==> config.mk <==
export PLATFORM = sky130hd
export DESIGN_NAME = imem_loader
export DESIGN_NICKNAME = d
export VERILOG_FILES = /design/src/rtl/imem_loader_pkg.sv /design/src/rtl/imem_loader_byte_packer.sv /design/src/rtl/imem_loader.sv
export SDC_FILE = /design/constraint.sdc
export NUM_CORES = 1
export LEC_CHECK = 0
export ABC_AREA = 1
export ABC_CLOCK_PERIOD_IN_PS = 3400
export BUFFER_PORTS_ARGS = -buffer_cell sky130_fd_sc_hd__buf_2
export CAP_MARGIN = 10
export CELL_PAD_IN_SITES_DETAIL_PLACEMENT = 2
export CELL_PAD_IN_SITES_GLOBAL_PLACEMENT = 2
export CORE_MARGIN = 2
export CORE_UTILIZATION = 35
export CTS_CLUSTER_SIZE = 25
export DETAILED_ROUTE_END_ITERATION = 16
export GPL_ROUTABILITY_DRIVEN = 1
export PLACE_DENSITY_LB_ADDON = 0.1
export RECOVER_POWER = 25
export SYNTH_ARGS = -nofsm -noshare
export SYNTH_HDL_FRONTEND = slang
export SYNTH_SLANG_ARGS = --single-unit
==> constraint.sdc <==
create_clock -name clk -period 3.4 [get_ports clk]
set_input_delay 0.51 -clock clk [delete_from_list [all_inputs] [get_ports clk]]
set_output_delay 0.51 -clock clk [all_outputs]
set_load 0.03 [all_outputs]
==> src/rtl/imem_loader_pkg.sv <==
// Shared definitions for the boot-time instruction-memory loader.
package imem_loader_pkg;

   // Loader states; encoding is fixed so debug taps read consistently.
   typedef enum logic [2:0] {
      HDR_LO = 3'd0,
      HDR_HI = 3'd1,
      DATA   = 3'd2,
      CSUM   = 3'd3,
      RUN    = 3'd4,
      ERR    = 3'd5
   } state_t;

   // Width of the frame's word-count field.
   localparam int CNT_W = 16;

   // Checksum algorithm selector: plain XOR over payload bytes.
   localparam logic [1:0] CSUM_XOR  = 2'd0;
   localparam logic [1:0] CSUM_ALGO = CSUM_XOR;

   // Byte order of payload words: byte 0 lands in bits 7:0.
   localparam logic BYTE_ORDER_LE = 1'b1;
   localparam logic BYTE_ORDER    = BYTE_ORDER_LE;

   // Fold one payload byte into the running checksum.
   function automatic logic [7:0] csum_update(input logic [7:0] acc, input logic [7:0] b);
      logic [7:0] res;
      case (CSUM_ALGO)
         CSUM_XOR: res = acc ^ b;
         default:  res = acc ^ b;
      endcase
      return res;
   endfunction

endpackage

==> src/rtl/imem_loader_byte_packer.sv <==
// Assembles four consecutive bytes into a 32-bit word and flags it for one cycle.
module byte_packer
   import imem_loader_pkg::*;
(
   input  logic        clk,
   input  logic        rstn,
   input  logic        clr,
   input  logic        byte_en,
   input  logic [7:0]  byte_data,
   output logic [1:0]  byte_idx,
   output logic        word_valid,
   output logic [31:0] word
);

   logic [1:0]  idx_r;
   logic [31:0] shift_r;
   logic [31:0] word_r;
   logic        valid_r;
   logic [31:0] shift_next_s;

   // Shift the incoming byte in according to the configured byte order.
   always_comb begin
      shift_next_s = shift_r;
      if (BYTE_ORDER == BYTE_ORDER_LE) begin
         shift_next_s = {byte_data, shift_r[31:8]};
      end else begin
         shift_next_s = {shift_r[23:0], byte_data};
      end
   end

   // Byte counter, shift register and the one-cycle word strobe; the word holds when idle.
   always_ff @(posedge clk or negedge rstn) begin
      if (!rstn) begin
         idx_r   <= 2'd0;
         shift_r <= 32'h0000_0000;
         word_r  <= 32'h0000_0000;
         valid_r <= 1'b0;
      end else if (clr) begin
         idx_r   <= 2'd0;
         shift_r <= 32'h0000_0000;
         valid_r <= 1'b0;
      end else begin
         valid_r <= 1'b0;
         if (byte_en) begin
            shift_r <= shift_next_s;
            idx_r   <= idx_r + 2'd1;
            if (idx_r == 2'd3) begin
               valid_r <= 1'b1;
               word_r  <= shift_next_s;
            end
         end
      end
   end

   assign byte_idx   = idx_r;
   assign word_valid = valid_r;
   assign word       = word_r;

endmodule

==> src/rtl/imem_loader.sv <==
// Boot loader: parses a framed byte stream, writes instruction memory and
// releases the CPU only after the whole image passed its checksum.
module imem_loader
   import imem_loader_pkg::*;
#(
   parameter int ADDR_WIDTH = 7
) (
   input  logic                  clk,
   input  logic                  rstn,
   input  logic                  in_valid,
   input  logic [7:0]            in_data,
   output logic                  in_ready,
   input  logic                  reload,
   output logic                  im_we,
   output logic [ADDR_WIDTH-1:0] im_addr,
   output logic [31:0]           im_wdata,
   output logic                  cpu_rstn,
   output logic                  load_done,
   output logic                  load_err
);

   localparam logic [CNT_W-1:0] MAX_WORDS = CNT_W'(2 ** ADDR_WIDTH);

   state_t                state_r;
   state_t                state_s;
   logic [CNT_W-1:0]      cnt_r;
   logic [ADDR_WIDTH:0]   word_idx_r;
   logic [7:0]            acc_r;
   logic [ADDR_WIDTH-1:0] im_addr_r;
   logic                  cpu_rstn_r;
   logic                  load_done_r;
   logic                  load_err_r;

   logic                  in_ready_s;
   logic                  accept_s;
   logic                  pack_en_s;
   logic [CNT_W-1:0]      new_cnt_s;
   logic                  last_word_s;
   logic [1:0]            byte_idx_s;
   logic                  word_valid_s;
   logic [31:0]           word_s;

   assign accept_s    = in_valid && in_ready_s;
   assign pack_en_s   = accept_s && (state_r == DATA);
   assign new_cnt_s   = {in_data, cnt_r[7:0]};
   assign last_word_s = (({{(CNT_W-ADDR_WIDTH-1){1'b0}}, word_idx_r} + 16'd1) == cnt_r);

   byte_packer u_packer (
      .clk        (clk),
      .rstn       (rstn),
      .clr        (reload),
      .byte_en    (pack_en_s),
      .byte_data  (in_data),
      .byte_idx   (byte_idx_s),
      .word_valid (word_valid_s),
      .word       (word_s)
   );

   // Stream is open only in the receiving states and never while reload is pulsed.
   always_comb begin
      in_ready_s = 1'b0;
      case (state_r)
         HDR_LO, HDR_HI, DATA, CSUM: in_ready_s = !reload;
         default:                    in_ready_s = 1'b0;
      endcase
   end

   // Next-state decode of the frame parser; reload overrides everything.
   always_comb begin
      state_s = state_r;
      case (state_r)
         HDR_LO: begin
            if (accept_s) state_s = HDR_HI;
            else          state_s = HDR_LO;
         end
         HDR_HI: begin
            if (!accept_s)                     state_s = HDR_HI;
            else if (new_cnt_s == 16'd0)       state_s = CSUM;
            else if (new_cnt_s > MAX_WORDS)    state_s = ERR;
            else                               state_s = DATA;
         end
         DATA: begin
            if (accept_s && (byte_idx_s == 2'd3) && last_word_s) state_s = CSUM;
            else                                                 state_s = DATA;
         end
         CSUM: begin
            if (!accept_s)              state_s = CSUM;
            else if (in_data == acc_r)  state_s = RUN;
            else                        state_s = ERR;
         end
         RUN:     state_s = RUN;
         ERR:     state_s = ERR;
         default: state_s = ERR;
      endcase
      if (reload) begin
         state_s = HDR_LO;
      end else begin
         state_s = state_s;
      end
   end

   // State register.
   always_ff @(posedge clk or negedge rstn) begin
      if (!rstn) state_r <= HDR_LO;
      else       state_r <= state_s;
   end

   // Counters, checksum, write address and the registered status outputs.
   always_ff @(posedge clk or negedge rstn) begin
      if (!rstn) begin
         cnt_r       <= 16'd0;
         word_idx_r  <= '0;
         acc_r       <= 8'h00;
         im_addr_r   <= '0;
         cpu_rstn_r  <= 1'b0;
         load_done_r <= 1'b0;
         load_err_r  <= 1'b0;
      end else if (reload) begin
         cnt_r       <= 16'd0;
         word_idx_r  <= '0;
         acc_r       <= 8'h00;
         cpu_rstn_r  <= 1'b0;
         load_done_r <= 1'b0;
         load_err_r  <= 1'b0;
      end else begin
         cpu_rstn_r  <= (state_r == RUN);
         load_done_r <= (state_r == RUN);
         load_err_r  <= (state_r == ERR);
         if (accept_s) begin
            case (state_r)
               HDR_LO: cnt_r[7:0]  <= in_data;
               HDR_HI: cnt_r[15:8] <= in_data;
               DATA: begin
                  acc_r <= csum_update(acc_r, in_data);
                  if (byte_idx_s == 2'd3) begin
                     im_addr_r  <= word_idx_r[ADDR_WIDTH-1:0];
                     word_idx_r <= word_idx_r + 1'b1;
                  end
               end
               default: ;
            endcase
         end
      end
   end

   assign in_ready  = in_ready_s;
   assign im_we     = word_valid_s;
   assign im_addr   = im_addr_r;
   assign im_wdata  = word_s;
   assign cpu_rstn  = cpu_rstn_r;
   assign load_done = load_done_r;
   assign load_err  = load_err_r;

endmodule

==> flow_summary.ini <==
[global_routing]
grt_pass1_wl_um = 19910
grt_overflow_total = 0
grt_pass1_vias = 3809
antenna_found_initial = 0
grtUsageTotal_pct = 19.51
grt_max_degree = 60

[die]
die_area_um2 = 13500
initial_core_util_pct = 36.23
rows = 40
core_um2 = 12160
die_w_um = 116.2
fp.dieH_um = 116.2
io_pins = 56

[power]
power_density_nw_per_um2 = 501.2
vdd_ir_drop_max_v = 0.0001909
leakage_nw = 2.520

[flow_run]
maxCapViolCount = 1

[detailed_routing]
first_iter_violations = 113
detail-route-antenna-nets = 0
wl_um = 12050
wire_per_inst_um = 16.97
drc = 0
num_vias = 3521
drt_first_pass_iters = 4
vias_per_cell = 4.959

[timing]
rsz0062_at_grt = no
setup_tns_ns = 0
fmax_ghz = 0.4955
setup_ws_ns = 1.382
finalSetupViolCount = 0
relSlewSlack_pct = 0.2399
worst_pin_slew_ns = 1.496
slew_viol_final = 0
hold_violations = 0
timing.hold.ws_ns = 0.1539
finalCriticalPeriod_ns = 2.018
fin_crit_sh_pct = 59.36
fin_skew_ns = 0.008844

[placement]
port_buffers = 55
place_inst = 695
dp_slack_ns = 1.328
routabilityCongestion = 0.7557
dp_hpwl_um = 8398

[logic_synthesis]
post_synth_inst_count = 486
syn_area_per_cell_um2 = 9.067
synth_top_area_share_pct = 58.49
synth_nets = 500
yosysTopAreaCell = dfrtp_1
yosysMostFrequentCell = nand2_1
ys_ff_latch = 103
synth.distinct_cells = 26
async_flop_share_pct = 100.0
ys.flop_type = dfrtp_1
synth_commonest_cells = 105 x nand2_1, 103 x dfrtp_1, 60 x inv_1, 40 x o22ai_1, 38 x o21ai_0
synth_edf_count = 0
synth.area.top_cells = dfrtp_1 58%, nand2_1 8.9%, o22ai_1 5.7%
netlist_area_um2 = 4407
ys_seq_area_share_pct = 58.49
yosysWarnings = 0

[clock_network]
cts_root_buffer = clkbuf_16
hold_buffers = 0
htreeDepth = 3
clk_latency_ns = 0.35
cts_tree = done
cts_num_sinks = 103
cts_setup_buffers = 0
path_clk_slew_ns = 0.07
ctsResizeCount = 0
cts_buffer_depth = 2
cts_buffers = 9

[cells_and_area]
nets = 552
num_antenna_cells = 0
final_cells = 710
syn_to_final_growth_pct = 16.01
drive_above_1_share_pct = 16.61

[critical_path]
cp_slowest_cell = clkbuf_2
path_class = primary input to async pin
worstPathArrival_ns = 2.21
slowest_delay_ns = 1.20
worstSetupEndpointType = async pin
cp_top_family = buffers and inverters
timing.critical_path.buf_inv = 2
startpoint_type = primary input
worst_ep_required_time_ns = 3.59
worstPathCellList = buf_4 > clkbuf_2
cp_max_fo = 59

[run_status]
status = finished with violations
violations = capacitance limit

[min_path]
hold_path.class = primary input to async pin
[routing by layer]
layer	global-route usage, %	share of wire, %
met2	32.36	48
met5	0	0
met3	2.387	2.2
met4	7.619	1.7
met1	26.29	48
[registers in the layout, indices dropped and copies added, names as in the netlist]
| signal | cells |
|---|---|
| u_packer.shift_r | 24 |
| acc_r | 8 |
| u_packer.word_valid | 1 |
| state_r | 3 |
| u_packer.word | 32 |
| im_addr | 7 |
| load_done | 1 |
| u_packer.byte_idx | 2 |
| word_idx_r | 8 |
| cnt_r | 16 |
| load_err | 1 |
[metrics by stage]
| step | utilization (%) | area, µm² | total power [mW] |
|---|---|---|---|
| 2_1_floorplan | - | 4407 | 1.390 |
| 3_3_place_gp | 39.53 | 4807 | 1.465 |
| 3_5_place_dp | 39.53 | 4807 | 1.470 |
| 4_1_cts | 42.16 | 5127 | 2.605 |
| 5_1_grt | 42.04 | 5112 | 2.658 |
| 6_report | 42.04 | 5112 | 2.562 |
[logic make-up after synthesis]
kind of cell / Yosys count / share of synthesized area, %
buf+inv: 83 / 8.574
compound gates: 100 / 12.61
xor+xnor: 8 / 1.590
flops: 103 / 58.49
fa+ha+maj: 2 / 0.5678
simple gates: 190 / 18.17
[report_power, final]
group	switching (mW)	leakage, nW	total, mW	internal, mW
Sequential	0.0182	1.43	1.26	1.25
Combinational	0.127	0.933	0.177	0.0498
Clock	0.456	0.156	1.12	0.666
Total	0.601	2.52	2.56	1.96
[worst paths after layout]
path / from / end / slack, ns / cells after the start
max reg2reg: state_r[2] / u_packer.shift_r[25] / 1.44 / 6
max: rstn / word_idx_r[4] / 1.38 / 2
min reg2reg: u_packer.word[9] / u_packer.word[9] / 0.48 / 2
max in group clk: state_r[2] / u_packer.shift_r[25] / 1.44 / 6
min: rstn / u_packer.word[6] / 0.15 / 1
min in group clk: reload / state_r[0] / 0.37 / 2
[cells in the final DEF, fill, tap and decap left out, types with 2 or more instances in the layout]
| cell | n |
|---|---|
| dfrtp_1 | 103 |
| inv_1 | 60 |
| o21ai_0 | 38 |
| nand2_1 | 105 |
| bufinv_16 | 2 |
| nor2_1 | 35 |
| nor2_2 | 3 |
| inv_2 | 4 |
| a21oi_1 | 4 |
| nand3_1 | 37 |
| o22ai_1 | 40 |
| xor2_1 | 4 |
| buf_2 | 54 |
| nand2_2 | 6 |
| clkbuf_16 | 9 |
| ha_1 | 2 |
| o21ai_1 | 16 |
| buf_4 | 5 |
| xnor2_1 | 4 |
[area by class of cell]
class                           instances  area, µm²
Clock inverter                          4      77.57
Clock buffer                           11      242.7
Multi-Input combinational cell        300       1451
Fill cell                            1371       7049
Sequential cell                       103       2577
Inverter                               64      240.2
Timing Repair Buffer                   60      312.8
Tap cell                              168      210.2
Power figures use the tool's default switching activity.
